===== config.mk =====
export PLATFORM = sky130hd
export DESIGN_NAME = prog_run_seq
export DESIGN_NICKNAME = d
export VERILOG_FILES = /design/src/rtl/prog_run_seq.sv
export SDC_FILE = /design/constraint.sdc
export NUM_CORES = 1
export LEC_CHECK = 0
export ABC_AREA = 1
export CAP_MARGIN = 15
export CORE_ASPECT_RATIO = 1.75
export CORE_MARGIN = 2
export CORE_UTILIZATION = 45
export CTS_BUF_LIST = sky130_fd_sc_hd__clkbuf_8
export DETAILED_ROUTE_END_ITERATION = 12
export PLACE_DENSITY = 0.79
export SETUP_SLACK_MARGIN = 0.5
export SKIP_LAST_GASP = 1
export SLEW_MARGIN = 20
export SYNTH_ARGS = -nofsm -noshare
export SYNTH_HDL_FRONTEND = slang
export SYNTH_SLANG_ARGS = --single-unit

===== constraint.sdc =====
create_clock -name clk -period 2.15 [get_ports clk]
set_clock_uncertainty 0.1 [all_clocks]
set_input_delay 0.5375 -clock clk [delete_from_list [all_inputs] [get_ports clk]]
set_output_delay 0.5375 -clock clk [all_outputs]
set_load 0.1 [all_outputs]

===== src/rtl/prog_run_seq.sv =====
// prog_run_seq: on-board host that launches the three core programs, reads back and checks their results
module prog_run_seq #(
  parameter int RST_CYCLES = 2,
  parameter int TIMEOUT = 65535
) (
  input  logic        clk,
  input  logic        reset,
  input  logic        start,
  input  logic [15:0] exp1,
  input  logic [7:0]  exp2,
  input  logic [7:0]  exp3,
  input  logic        core_done,
  output logic        core_reset,
  output logic        dm_ren,
  output logic [7:0]  dm_raddr,
  input  logic [7:0]  dm_rdata,
  output logic [1:0]  prog_idx,
  output logic        busy,
  output logic        all_done,
  output logic [2:0]  pass,
  output logic [2:0]  timeout,
  output logic [15:0] result1,
  output logic [7:0]  result2,
  output logic [7:0]  result3,
  output logic [15:0] cyc_ct
);
  typedef enum logic [2:0] {IDLE, RST, RUN, READ, CHECK, NEXT, DONE} state_t;
  state_t state_q, state_d;
  logic [3:0] rst_ct_q, rst_ct_d;
  logic [1:0] rd_q, rd_d;
  logic [15:0] exp1_q, exp1_d;
  logic [7:0] exp2_q, exp2_d, exp3_q, exp3_d;
  logic core_reset_q, busy_q, all_done_q, dm_ren_q, dm_ren_d;
  logic [7:0] dm_raddr_q, dm_raddr_d;
  logic [1:0] prog_q, prog_d;
  logic [2:0] pass_q, pass_d, timeout_q, timeout_d;
  logic [15:0] result1_q, result1_d, cyc_q, cyc_d;
  logic [7:0] result2_q, result2_d, result3_q, result3_d;
  assign core_reset = core_reset_q;
  assign dm_ren = dm_ren_q;
  assign dm_raddr = dm_raddr_q;
  assign prog_idx = prog_q;
  assign busy = busy_q;
  assign all_done = all_done_q;
  assign pass = pass_q;
  assign timeout = timeout_q;
  assign result1 = result1_q;
  assign result2 = result2_q;
  assign result3 = result3_q;
  assign cyc_ct = cyc_q;
  // next-state: launch, hold core in reset, run with watchdog, read results, compare, advance
  always_comb begin
    state_d = state_q;
    rst_ct_d = rst_ct_q;
    rd_d = rd_q;
    exp1_d = exp1_q;
    exp2_d = exp2_q;
    exp3_d = exp3_q;
    dm_ren_d = 1'b0;
    dm_raddr_d = dm_raddr_q;
    prog_d = prog_q;
    pass_d = pass_q;
    timeout_d = timeout_q;
    result1_d = result1_q;
    result2_d = result2_q;
    result3_d = result3_q;
    cyc_d = cyc_q;
    case (state_q)
      IDLE, DONE: if (start) begin
        state_d = RST;
        rst_ct_d = '0;
        exp1_d = exp1;
        exp2_d = exp2;
        exp3_d = exp3;
        prog_d = '0;
        pass_d = '0;
        timeout_d = '0;
        result1_d = '0;
        result2_d = '0;
        result3_d = '0;
        cyc_d = '0;
      end
      RST: if (rst_ct_q == 4'(RST_CYCLES - 1)) begin
        state_d = RUN;
        cyc_d = 16'd1;
      end else rst_ct_d = rst_ct_q + 4'd1;
      RUN: if (core_done) begin
        state_d = READ;
        rd_d = '0;
        dm_ren_d = 1'b1;
        dm_raddr_d = prog_q == 2'd0 ? 8'd4 : prog_q == 2'd1 ? 8'd7 : 8'd127;
      end else if (cyc_q == 16'(TIMEOUT)) begin
        state_d = NEXT;
        timeout_d[prog_q] = 1'b1;
      end else cyc_d = cyc_q + 16'd1;
      READ: begin
        rd_d = rd_q + 2'd1;
        if (rd_q == 2'd0) begin
          dm_ren_d = prog_q == 2'd0;
          dm_raddr_d = prog_q == 2'd0 ? 8'd5 : dm_raddr_q;
        end else if (rd_q == 2'd1) begin
          result1_d[15:8] = prog_q == 2'd0 ? dm_rdata : result1_q[15:8];
          result2_d = prog_q == 2'd1 ? dm_rdata : result2_q;
          result3_d = prog_q == 2'd2 ? dm_rdata : result3_q;
          state_d = prog_q == 2'd0 ? READ : CHECK;
        end else begin
          result1_d[7:0] = dm_rdata;
          state_d = CHECK;
        end
      end
      CHECK: begin
        pass_d[prog_q] = prog_q == 2'd0 ? result1_q == exp1_q :
                         prog_q == 2'd1 ? result2_q == exp2_q : result3_q == exp3_q;
        state_d = NEXT;
      end
      NEXT: if (prog_q == 2'd2) state_d = DONE;
      else begin
        prog_d = prog_q + 2'd1;
        rst_ct_d = '0;
        state_d = RST;
      end
      default: state_d = IDLE;
    endcase
  end
  // state and registered outputs; status flags follow the state being entered
  always_ff @(posedge clk) begin
    if (reset) begin
      state_q <= IDLE;
      rst_ct_q <= '0;
      rd_q <= '0;
      exp1_q <= '0;
      exp2_q <= '0;
      exp3_q <= '0;
      core_reset_q <= 1'b1;
      busy_q <= 1'b0;
      all_done_q <= 1'b0;
      dm_ren_q <= 1'b0;
      dm_raddr_q <= '0;
      prog_q <= '0;
      pass_q <= '0;
      timeout_q <= '0;
      result1_q <= '0;
      result2_q <= '0;
      result3_q <= '0;
      cyc_q <= '0;
    end else begin
      state_q <= state_d;
      rst_ct_q <= rst_ct_d;
      rd_q <= rd_d;
      exp1_q <= exp1_d;
      exp2_q <= exp2_d;
      exp3_q <= exp3_d;
      core_reset_q <= state_d != RUN;
      busy_q <= !(state_d inside {IDLE, DONE});
      all_done_q <= state_d == DONE;
      dm_ren_q <= dm_ren_d;
      dm_raddr_q <= dm_raddr_d;
      prog_q <= prog_d;
      pass_q <= pass_d;
      timeout_q <= timeout_d;
      result1_q <= result1_d;
      result2_q <= result2_d;
      result3_q <= result3_d;
      cyc_q <= cyc_d;
    end
  end
endmodule


# After elaboration in Yosys (flattened, before gate mapping)
# Index checks and enable logic that the tools add are counted.
[totals]
regBits = 109
input_bits = 44
output_inout_bits = 68
wordCells = 140
[op_classes]
add_sub_neg = 4
n_lt_le_gt_ge = 2
n_eq_ne = 31
mux = 56
bitwise_logic = 1
n_reduce_logical = 27
[op_table]
columns = ["cell", "n"]
rows = [
  ["8-bit two-way mux", 13],
  ["16-bit two-way mux", 5],
  ["16-bit case mux with 3 select lines", 1],
  ["8-bit case mux with 2 select lines", 3],
  ["3-bit two-way mux", 11],
  ["16-bit case mux with 2 select lines", 1],
  ["2-bit != test, second input constant", 15],
  ["5-bit AND reduction", 4],
  ["3-bit case mux with 6 select lines", 1],
  ["16-bit by 1-bit adder with 16-bit output, second input constant", 1],
  ["16-bit == test", 1],
  ["16-bit == test, second input constant", 1],
  ["8-bit == test", 2],
  ["4-bit AND reduction", 4],
  ["7-bit two-way mux", 2],
  ["3-bit == test, second input constant", 4],
  ["4-bit two-way mux", 3],
  ["3-bit case mux with 2 select lines", 2],
  ["4-bit case mux with 3 select lines", 1],
  ["2-bit nonzero test", 6],
  ["2-bit case mux with 2 select lines", 2],
  ["3-bit by 2-bit == test with 1-bit output, second input constant", 2],
  ["3-bit logical NOT", 2],
  ["2-bit two-way mux", 3],
  ["other kinds (21)", 31],
]

# Longest topological paths before layout
[logic_depth]
depth_word = 8
mapped_depth = 12
ltp_nobuf = 12

# Worst setup path after synthesis
# No wires, ideal clock.
[synth_timing]
path_kind = "register -> register"
start = "reg cyc_q[1] (netlist: cyc_ct[1])"
end = "reg cyc_q[3] (netlist: cyc_ct[3])"
setup_ns = 0.070
arrival_time_ns = 2.325
t_required_ns = 1.980
setup_slack_ns = -0.345
stages_incl_launch_ff = 11
path_buffers = 1
synth_period_minus_slack_ns = 2.495
cell_sequence = "dfxtp_1 > ha_1 > inv_1 > nor2_2 > nand3b_2 > nor2_1 > nand2_2 > nand2_4 > buf_6 > nand2_1 > a21oi_2"
[synth_via]
elab_chain_cells = 4
word_cells_on_any_way = 7
classes_between = "1 x add/sub; 2 x eq/ne; 3 x mux; 1 x reduce/logical"
[synth_rtl]
columns = ["element", "line_no", "text"]
rows = [
  ["start, declared", "37", "logic [15:0] result1_q, result1_d, cyc_q, cyc_d;"],
  ["start signal, assigned", "164", "cyc_q <= cyc_d;"],
  ["16-bit by 1-bit adder with 16-bit output", "95", "end else cyc_d = cyc_q + 16'd1;"],
  ["16-bit two-way mux", "92", "end else if (cyc_q == 16'(TIMEOUT)) begin"],
  ["16-bit two-way mux", "87", "RUN: if (core_done) begin"],
  ["16-bit case mux with 3 select lines", "68", "case (state_q)"],
]
# Parallel ways exist; a longest one is shown, timed or not. The select of a mux whose other input is x is not followed.
# A chain may end at the register's enable or synchronous reset.

# Final worst setup path
[layout_timing]
start = "reg cyc_q[1] (netlist: cyc_ct[1])"
end = "reg timeout_q[2] (netlist: timeout[2])"
[layout_via]
elab_chain_cells = 3
[layout_rtl]
columns = ["element", "line_no", "text"]
rows = [
  ["16-bit == test", "92", ""],
  ["2-bit != test (no line)", "--", ""],
  ["4-bit AND reduction (no line)", "--", ""],
  ["end signal, assigned", "160", "timeout_q <= timeout_d;"],
  ["end, declared", "36", "logic [2:0] pass_q, pass_d, timeout_q, timeout_d;"],
]
# Every way passes these cells.

==> flow_summary_export.csv <==
group,metric,value,unit
clock_tree,tritoncts,"yes",
floorplanning,initial_utilization,46.0,%
cells_and_area,nets,932,
power,power_frac_clock,17.6,%
worst_setup_path,critPathMaxFanout,4,
place,placed_cell_area,6980,sq um
place,dp_hpwl,11.0,mm
cells_and_area,layout-drive-gt1-share,32.9,%
global_route,grt_overflow,0,
timing,max_freq,0.554,GHz
global_route,grt_pass1_wl,25.4,mm
power,power.share.sequential,34.6,%
clock_tree,cts_sinks,105,
drt,via_per_inst,5.41,
cells_and_area,design_area,7860,sq um
logic_synthesis,synth_async_sr_flop_share,0,%
clock_tree,clkTransAtPathRegs,0.10,ns
worst_setup_path,worstSetupEndpointType,"flop",
power,comb_power_share,47.8,%
worst_setup_path,crit_path_top_delay_cell,"dfxtp_4",
worst_setup_path,required,2.35,ns
drt,drc,0,
worst_setup_path,arrival,2.01,ns
power,ir_worst_vdd,0.792,mV
floorplanning,ioPinCount,112,
worst_setup_path,cp_cell_sequence,"ha_4 > inv_4 > nor2_4 > nand3b_4 > nor2_2 > nand2_2 > a21oi_2 > nand2_1 > a21oi_1",
global_route,gr-usage-met3,4.99,%
global_route,grt_pass1_vias,5418,
timing,setup_viol,0,
floorplanning,fp-row-count,51,
floorplanning,die_area,12300,sq um
clock_tree,ctsHoldBuffers,0,
logic_synthesis,synth_nets,789,
power,swShare,44.6,%
run,maxCapViolCount,0,
global_route,grt_start_max_net_pins,54,
power,power_density,926,nW/um^2
floorplanning,die_x,84.8,microns
logic_synthesis,synth_seq_cells,105,
clock_tree,cts_buffer_depth,2,
global_route,grt_usage,25.4,%
drt,routed_wl,16.7,mm
power,power_leakage,0.00332,uW
floorplanning,dieHeight,145,microns
logic_synthesis,synthCells,737,
logic_synthesis,synth_cell_type_count,40,
logic_synthesis,synth_area_per_cell,6.98,sq um
floorplanning,coreArea,11200,sq um
timing,timing.final.crit_share,84.0,%
drt,final_antenna_net_count,0,
place,place_congestion,0.912,
global_route,met2_usage,47.0,%
logic_synthesis,synth-main-ff-cell,"dfxtp_1",
timing,rsz0062_at_grt,"yes",
worst_setup_path,start_kind,"flop",
drt,wl_per_cell,16.4,microns
cells_and_area,area_growth_syn_to_layout,52.9,%
clock_tree,cts_root_buf,"clkbuf_8",
drt,vias,5506,
run_status,status,"finished clean",
drt,dr.pass1.iters,5,
global_route,antenna_found_initial,0,
global_route,met1_usage,26.5,%
clock_tree,clkLatencyLatePin,0.39,ns
logic_synthesis,synth_edf_count,0,
logic_synthesis,syn-cell-area,5140,sq um
timing,slew_viol_final,0,
timing,final_hold_viol_count,0,
drt,drt_iter0_drc,349,
clock_tree,htree_levels,3,
power,power.total,7280,uW
timing,period_needed,1.81,ns
global_route,grt-busiest-layer,"met2",
worst_hold_path,min_path_type,"flop to flop",
power,p_sw,3250,uW
place,port_buffers,110,
cells_and_area,fin_util,70.4,%
worst_setup_path,worstSetupPathType,"flop to flop",
power,p_int,4030,uW
logic_synthesis,yosysSeqAreaShare,40.9,%
clock_tree,cts_buffers,9,
logic_synthesis,synth_warnings,0,
cells_and_area,n_antenna_cell,0,
worst_setup_path,r2r_slack,0.34,ns
worst_setup_path,cpPeakStageDelay,0.39,ns
synth_stat cells (3+ instances only):
cell type  number  share of area, %
inv_2           8              0.58
nor3_1          5              0.49
nand4_1         6              0.73
xnor2_1         7               1.2
a21oi_2         9               1.5
dfxtp_1       105                41
nor2_4          3              0.66
inv_1          84               6.1
a21oi_1        68               6.6
a211oi_1        5              0.73
buf_4           8               1.2
o21ai_0        72               7.0
o21ai_1         4              0.39
nand2_1       140                10
xor2_1         14               2.4
nand3_1        21               2.0
nor2_1        114               8.3
clkbuf_1       13              0.95
nand2_2        15               1.8
ha_1            8               1.9
registers in the layout (all words and copies together), names as in the netlist:
signal      cells
result1        16
prog_idx        2
dm_ren          1
exp1_q         16
state_q         3
rd_q            2
busy            1
exp3_q          8
cyc_ct         16
core_reset      1
exp2_q          8
dm_raddr        4
result2         8
result3         8
pass            3
rst_ct_q        4
all_done        1
timeout         3
layer usage:
layer | share of wire, % | wire length (microns)
met5 | 0 | 0
met4 | 5.3 | 888
met3 | 6.5 | 1080
met2 | 54 | 8970
met1 | 34 | 5740
final timing paths:
check | start | end | cells after the start
setup / recovery | cyc_ct[1] | timeout[2] | 9
hold / removal | rd_q[1] | rd_q[1] | 2
hold reg to reg | rd_q[1] | rd_q[1] | 2
setup reg to reg | cyc_ct[1] | timeout[2] | 9
cell usage in the layout (no fill, tap or decap), types with 6 or more instances in the layout:
cell and count:
nand3_1 17, o21ai_0 49, inv_4 7, clkdlybuf4s50_1 42
dfxtp_2 40, nand2_1 125, a21oi_2 13, nor2_1 103
dfxtp_1 45, xnor2_1 7, dfxtp_4 20, nor2_4 9
nand2_2 19, buf_6 24, nand2_4 13, xor2_1 14
a21oi_1 64, buf_4 36, buf_12 50, o21ai_1 22
nand4_1 6, inv_1 78, nor2_2 7, clkbuf_8 11
power by group through the flow:
stage	clock, uW	sequential (uW)	combinational (uW)
2_1_floorplan	0	3560	1070
3_3_place_gp	0	2540	2980
3_5_place_dp	0	2550	3030
4_1_cts	1290	2510	3260
5_1_grt	1360	2550	3670
6_report	1280	2520	3480
final cells by class:
type,count,area [sq um]
repair buffers,158,2050
inverters,93,382
flip-flops and latches,105,2230
clock inverters,5,53.8
repair inverters,1,7.51
well taps,132,165
multi-input cells,512,2830
fillers,768,3310
clock buffers,11,151
worst max-delay path, delay by kind of cell, from the launching register on:
family / cells / cell delay (ns)
flip-flops: 1 / 0.39
adder cells (fa/ha/maj): 1 / 0.15
buffers and inverters: 1 / 0.04
AO/OA/AOI/OAI: 2 / 0.45
AND/OR/NAND/NOR: 5 / 0.59
cell families after synthesis:
logic type,share of synthesized area (%)
XOR/XNOR,3.58
adder cells (fa/ha/maj),1.95
other,0.0729
flip-flops,40.9
buffers and inverters,9.91
AO/OA/AOI/OAI,17.0
AND/OR/NAND/NOR,26.6
repair_timing:
| action | CTS | global route |
|---|---|---|
| pin swaps | 21 | 15 |
| resized for setup | 77 | 65 |
| cloned | 0 | 1 |
| setup endpoints to repair | 115 | 94 |
| setup buffers | 21 | 11 |
stage by stage:
stage / setup TNS, ns / hold slack [ns] / instances / worst slack [ns]
finish: 0 / 0.363 / 1017 / 0.344
global route: 0 / 0.389 / 1017 / 0.289
global placement: 0 / 0.340 / 968 / 0.0379
floorplan: 0 / 0.335 / 737 / 0.330
detailed placement: -0.0129 / 0.350 / 968 / -0.00666
CTS: 0 / 0.364 / 1005 / 0.450
Note: power is estimated with default switching activity, not from simulation.
